===== src/rtl/vbsme_pkg.sv =====
// Shared constants and state encoding for the VBSME minimum-SAD datapath.
package vbsme_pkg;

    localparam int SAD_W = 32;
    localparam logic [SAD_W-1:0] SAD_INIT = 32'hFFFF_FFFF;

    typedef enum logic [1:0] {
        IDLE = 2'd0,
        SCAN = 2'd1,
        DONE = 2'd2
    } state_e;

endpackage


===== src/rtl/sad_min_tracker_if.sv =====
// Candidate stream, scan control and result bus of the minimum-SAD tracker.
interface sad_min_tracker_if #(
    parameter int POS_W = 6
);
    import vbsme_pkg::*;

    logic             Start;
    logic             InValid;
    logic             InReady;
    logic [SAD_W-1:0] InSad;
    logic [POS_W-1:0] InRow;
    logic [POS_W-1:0] InCol;
    logic             SelNew;
    logic             Busy;
    logic             Done;
    logic [SAD_W-1:0] BestSad;
    logic [POS_W-1:0] BestRow;
    logic [POS_W-1:0] BestCol;

    modport master (
        output Start, InValid, InSad, InRow, InCol,
        input  InReady, SelNew, Busy, Done, BestSad, BestRow, BestCol
    );

    modport slave (
        input  Start, InValid, InSad, InRow, InCol,
        output InReady, SelNew, Busy, Done, BestSad, BestRow, BestCol
    );

endinterface


===== src/rtl/sad_compare_select.sv =====
// Unsigned candidate-vs-best compare and the best-SAD 2-to-1 word mux.
module sad_compare_select
    import vbsme_pkg::*;
(
    input  logic [SAD_W-1:0] in_sad,
    input  logic [SAD_W-1:0] best_sad,
    input  logic             sel_new,
    output logic             lt,
    output logic [SAD_W-1:0] sel_word
);

    assign lt       = (in_sad < best_sad);
    assign sel_word = sel_new ? in_sad : best_sad;

endmodule


===== src/rtl/sad_min_tracker.sv =====
// Streaming minimum-SAD tracker: scan FSM, candidate counter and best-SAD/position registers.
module sad_min_tracker
    import vbsme_pkg::*;
#(
    parameter int NUM_CAND = 4096,
    parameter int POS_W    = 6
) (
    input  logic         Clk,
    input  logic         Reset,
    sad_min_tracker_if.slave bus
);

    localparam int CNT_W = $clog2(NUM_CAND) + 1;
    localparam logic [CNT_W-1:0] LAST_CNT = CNT_W'(NUM_CAND - 1);

    state_e           state_q, state_d;
    logic [CNT_W-1:0] count_q, count_d;
    logic [SAD_W-1:0] best_sad_q, best_sad_d;
    logic [POS_W-1:0] best_row_q, best_row_d;
    logic [POS_W-1:0] best_col_q, best_col_d;

    logic             accept_s;
    logic             lt_s;
    logic             sel_new_s;
    logic [SAD_W-1:0] sel_word_s;

    // InReady is high only in SCAN, so a valid candidate in SCAN is always accepted
    assign accept_s  = (state_q == SCAN) && bus.InValid;
    assign sel_new_s = accept_s && lt_s;

    sad_compare_select u_cmp (
        .in_sad   (bus.InSad),
        .best_sad (best_sad_q),
        .sel_new  (sel_new_s),
        .lt       (lt_s),
        .sel_word (sel_word_s)
    );

    // Next-state, counter and best-candidate update
    always_comb begin
        state_d    = state_q;
        count_d    = count_q;
        best_sad_d = best_sad_q;
        best_row_d = best_row_q;
        best_col_d = best_col_q;
        case (state_q)
            IDLE: begin
                if (bus.Start) begin
                    state_d    = SCAN;
                    count_d    = {CNT_W{1'b0}};
                    best_sad_d = SAD_INIT;
                    best_row_d = {POS_W{1'b0}};
                    best_col_d = {POS_W{1'b0}};
                end else begin
                    state_d = IDLE;
                end
            end
            SCAN: begin
                if (accept_s) begin
                    count_d    = count_q + CNT_W'(1);
                    best_sad_d = sel_word_s;
                    if (sel_new_s) begin
                        best_row_d = bus.InRow;
                        best_col_d = bus.InCol;
                    end else begin
                        best_row_d = best_row_q;
                        best_col_d = best_col_q;
                    end
                    if (count_q == LAST_CNT) begin
                        state_d = DONE;
                    end else begin
                        state_d = SCAN;
                    end
                end else begin
                    state_d = SCAN;
                end
            end
            DONE: begin
                state_d = IDLE;
            end
            default: begin
                state_d = IDLE;
            end
        endcase
    end

    // State and result registers with synchronous reset
    always_ff @(posedge Clk) begin
        if (Reset) begin
            state_q    <= IDLE;
            count_q    <= {CNT_W{1'b0}};
            best_sad_q <= SAD_INIT;
            best_row_q <= {POS_W{1'b0}};
            best_col_q <= {POS_W{1'b0}};
        end else begin
            state_q    <= state_d;
            count_q    <= count_d;
            best_sad_q <= best_sad_d;
            best_row_q <= best_row_d;
            best_col_q <= best_col_d;
        end
    end

    assign bus.InReady = (state_q == SCAN);
    assign bus.Busy    = (state_q == SCAN) || (state_q == DONE);
    assign bus.Done    = (state_q == DONE);
    assign bus.SelNew  = sel_new_s;
    assign bus.BestSad = best_sad_q;
    assign bus.BestRow = best_row_q;
    assign bus.BestCol = best_col_q;

endmodule


===== src/flat_wrapper.sv =====
// flat-port wrapper written by rule: the top's interface ports become plain ports
module sad_min_tracker_flat import vbsme_pkg::*;
#(
    parameter int NUM_CAND = 4096,
    parameter int POS_W    = 6
)
  (Clk, Reset, bus_Start, bus_InValid, bus_InSad, bus_InRow, bus_InCol, bus_InReady, bus_SelNew, bus_Busy, bus_Done, bus_BestSad, bus_BestRow, bus_BestCol);
  sad_min_tracker_if #(.POS_W(POS_W)) bus_i ();
  input  logic Clk;
  input  logic Reset;
  input wire logic [$bits(bus_i.Start)-1:0] bus_Start;
  input wire logic [$bits(bus_i.InValid)-1:0] bus_InValid;
  input wire logic [$bits(bus_i.InSad)-1:0] bus_InSad;
  input wire logic [$bits(bus_i.InRow)-1:0] bus_InRow;
  input wire logic [$bits(bus_i.InCol)-1:0] bus_InCol;
  output wire logic [$bits(bus_i.InReady)-1:0] bus_InReady;
  output wire logic [$bits(bus_i.SelNew)-1:0] bus_SelNew;
  output wire logic [$bits(bus_i.Busy)-1:0] bus_Busy;
  output wire logic [$bits(bus_i.Done)-1:0] bus_Done;
  output wire logic [$bits(bus_i.BestSad)-1:0] bus_BestSad;
  output wire logic [$bits(bus_i.BestRow)-1:0] bus_BestRow;
  output wire logic [$bits(bus_i.BestCol)-1:0] bus_BestCol;
  assign bus_i.Start = bus_Start;
  assign bus_i.InValid = bus_InValid;
  assign bus_i.InSad = bus_InSad;
  assign bus_i.InRow = bus_InRow;
  assign bus_i.InCol = bus_InCol;
  assign bus_InReady = bus_i.InReady;
  assign bus_SelNew = bus_i.SelNew;
  assign bus_Busy = bus_i.Busy;
  assign bus_Done = bus_i.Done;
  assign bus_BestSad = bus_i.BestSad;
  assign bus_BestRow = bus_i.BestRow;
  assign bus_BestCol = bus_i.BestCol;
  sad_min_tracker #(.NUM_CAND(NUM_CAND), .POS_W(POS_W)) u_core (.Clk(Clk), .Reset(Reset), .bus(bus_i));
endmodule

===== config.mk =====
export PLATFORM = sky130hd
export DESIGN_NAME = sad_min_tracker_flat
export DESIGN_NICKNAME = d
export VERILOG_FILES = /design/src/rtl/vbsme_pkg.sv /design/src/rtl/sad_min_tracker_if.sv /design/src/rtl/sad_compare_select.sv /design/src/rtl/sad_min_tracker.sv /design/src/flat_wrapper.sv
export SDC_FILE = /design/constraint.sdc
export NUM_CORES = 1
export LEC_CHECK = 0
export CAP_MARGIN = 20
export CORE_UTILIZATION = 49
export CTS_BUF_LIST = sky130_fd_sc_hd__clkbuf_8
export DETAILED_ROUTE_END_ITERATION = 8
export GPL_TIMING_DRIVEN = 0
export PLACE_DENSITY = 0.81
export SETUP_SLACK_MARGIN = 0.15
export SLEW_MARGIN = 15
export SYNTH_ARGS = -nofsm -noshare
export SYNTH_HDL_FRONTEND = slang
export SYNTH_SLANG_ARGS = --single-unit

===== constraint.sdc =====
create_clock -name Clk -period 4 [get_ports Clk]
set_input_delay 1 -clock Clk [delete_from_list [all_inputs] [get_ports Clk]]
set_output_delay 1 -clock Clk [all_outputs]
set_load 0.005 [all_outputs]

==> impl_results.md <==
* Worst-path clk slew at 0.07 ns
* Register area share after synthesis at 0.3638
* I/O Buffers at 95
* Ratio of cells with drive above 1 in the final layout at 0.09980
* Critical path class: in2out
* Post-Syn Instances at 395
* WP buf/inv at 3
* Post-Syn Area per Cell at around 8.2 µm²
* Starting DRT DRC Count at 184
* CP arrival at 2.79 ns
* Maxcap violations at 0
* Post-placement worst setup slack at -0.7184 ns
* Final Util at 0.7343
* Critical path's slowest cell: clkdlybuf4s50_1
* TritonCTS Buffers at 9
* Starting Density at 0.5084
* Total core area at 6386 µm²
* Initial antenna violation count at 0
* Post-synth top cells: dfxtp_1 (59), nor2_1 (57), nand2_1 (40)
* Vias per inst at 5.432
* Post-synth ARST share at 0
* Largest net degree at the start of global routing at 12
* RSZ-0062 raised after global routing: no
* Static leakage at 0.002363 µW
* Die X at about 83 µm
* Status: finished, final reports clean
* Final WL at 8378 µm
* Critical path startpoint category: input pin
* Worst Path Required at 3.00 ns
* Drt pass-1 iters at 4
* TritonCTS clock tree: yes
* Cell Count, Final, Fillers Out at between 500 and 600
* Synth area leader: dfxtp_1
* CP peak stage delay at 0.49 ns
* Post-Synthesis Cell Area at 3247 µm²
* Max-slew violations at 0
* Final Hold Violating Endpoints at 0
* Synth top area share at 0.3638
* HP Class: reg2reg
* Synth area leaders: dfxtp_1 (36%), ha_1 (13%), nor2_1 (6.6%)
* Dpl hpwl at 6003 µm
* Die H at ~83 µm
* Clock sinks at 59
* Overall routing resource usage at 0.2462
* Average wire per standard cell at roughly 14 µm
* Row count at 29
* CP Max Fanout at 2
* Yosys warnings at 0
* Peak VDD IR at roughly 0.27 mV
* Top-count cell post-synth: dfxtp_1
* Pwr Density at 281.7 nW/µm²
* Grt ovf at 0
* Final GP Congestion at just over 0.8
* Sum Neg Setup Slack at 0 ns
* Number of global-route vias before repair at around 3100
* Min Tclk post-route at ~3.8 ns
* DRC at 0
* Crit end category: output port
* Synthesized net count at 478
* Crit path max-delay family: buffers and inverters
* Post-route ant nets at 0
* Worst-Skew Late Latency at 0.34 ns
* FILL cells at 480
* Inst Count DP at between 500 and 600
* Crit-path cells: clkdlybuf4s50_1 > ha_1 > nand4_1 > nor4_4 > a221oi_2 > o211ai_1 > a31oi_4 > clkbuf_8 > buf_6
* Worst-margin pin slew at between 0.5 and 0.6 ns
* # H-tree levels at 3
* I/O pin count at 96
* # diodes at 0
* Setup violators final at 0
* Bufs on Longest Clock Path at 2
* Max_slew headroom at 0.6023
* Primary FF master, synth: dfxtp_1
* Cell chosen for the clock root: clkbuf_8
* Netlist cell types at 38
* EDFF count, synth at 0
* Die area at between 6000 and 7000 µm²
* Clk_skew at 0.008038 ns
* Vias at 3194
* Flop and latch count out of synthesis at 59
* Flop-to-flop setup slack at between 1 and 1.5 ns
* Total Nets Final at 589
* First-pass GRT wire length at 13830 µm
* Area Overhead vs Synth at 44.43%
* Post-route setup slack at 0.2077 ns
* Fin crit share at 0.9481
* Max Clk Rate at 263.7 MHz
## per-layer routing
metal	GRT usage	part of all wire	vias to the layer above
li1	-	-	1580
met1	0.3007	0.44	1501
met2	0.4218	0.49	100
met3	0.06064	0.058	13
met4	0.08307	0.017	0
met5	0	0	-
## path summary, 6_finish.rpt
check,endpoint,startpoint,cells past startpoint
hold reg to reg,u_core.bus.BestRow[0],u_core.bus.BestRow[0],2
setup / recovery,bus_SelNew,bus_InSad[24],9
hold / removal,u_core.bus.BestRow[0],u_core.bus.BestRow[0],2
setup reg to reg,u_core.bus.BestSad[30],u_core.bus.BestSad[2],12
## area by class of cell
type,count,area (µm²),area share
Timing Repair Buffer,100,1003,0.2140
Multi-Input combinational cell,279,1961,0.4181
Inverter,36,135.1,0.02882
Clock inverter,7,68.82,0.01467
Clock buffer,9,123.9,0.02641
Tap cell,77,96.34,0.02054
Sequential cell,59,1181,0.2519
Buffer,21,120.1,0.02561
## worst register-to-register path, cell delays in order (launching register included)
cell and delay, ns:
dfxtp_1 0.33, inv_1 0.08, ha_4 0.23, a211o_1 0.26
a31oi_2 0.18, o221ai_2 0.13, a211o_1 0.30, a31oi_4 0.16
buf_4 0.13, buf_4 0.13, clkbuf_1 0.32, and3_1 0.24
a31oi_1 0.05
## report_power, final
group	switching, µW	total [µW]	internal, µW
combinational	102	192	90.0
sequential	3.44	596	593
clock	248	533	285
## state kept, by name (all words and copies together), names as in the netlist
signal,flops
u_core.bus.BestRow,6
u_core.state_q,2
u_core.count_q,13
u_core.bus.BestCol,6
u_core.bus.BestSad,32
## placed cells by master, fill, tap and decap left out, types with 3 or more instances in the layout
cell and instances:
a21oi_1 15, a31oi_1 30, and3_1 31, buf_4 5, buf_6 5, clkbuf_1 15, clkbuf_8 10, clkdlybuf4s50_1 78
clkinv_2 3, dfxtp_1 59, dlygate4sd2_1 6, dlymetal6s2s_1 8, ha_1 26, ha_4 8, inv_1 36, mux2i_1 13
nand2_1 39, nand3_1 8, nand4_1 6, nor2_1 57, nor2b_1 3, o21ai_0 5, or3_1 3, xnor2_1 5
xor2_1 5
## through the flow
stage	hold slack (ns)	instance area, µm²	power, µW
after CTS	0.4676	4601	1320
after global placement	0.4447	4294	785.1
final	0.4626	4690	1321
after detailed placement	0.4580	4294	789.0
after global routing	0.4890	4690	1374
after floorplan	0.4384	3247	695.2
## cells by family (layout without fill, tap and decap cells)
family / after synthesis / after routing / share of synthesized area
AND/OR/NAND/NOR: 158 / 158 / 0.2316
multiplexers: 13 / 13 / 0.04008
XOR/XNOR: 10 / 10 / 0.02697
flip-flops: 59 / 59 / 0.3638
adder cells (fa/ha/maj): 35 / 35 / 0.1349
buffers and inverters: 57 / 173 / 0.07591
AO/OA/AOI/OAI: 63 / 63 / 0.1268
## repair_timing
action                                  CTS  global route
gates resized for setup                  27            15
pin swaps                                14             7
endpoints found under the setup margin    1             1
hold buffers                              0             0
setup buffers                             4             1
Note: power is estimated with default switching activity, not from simulation.
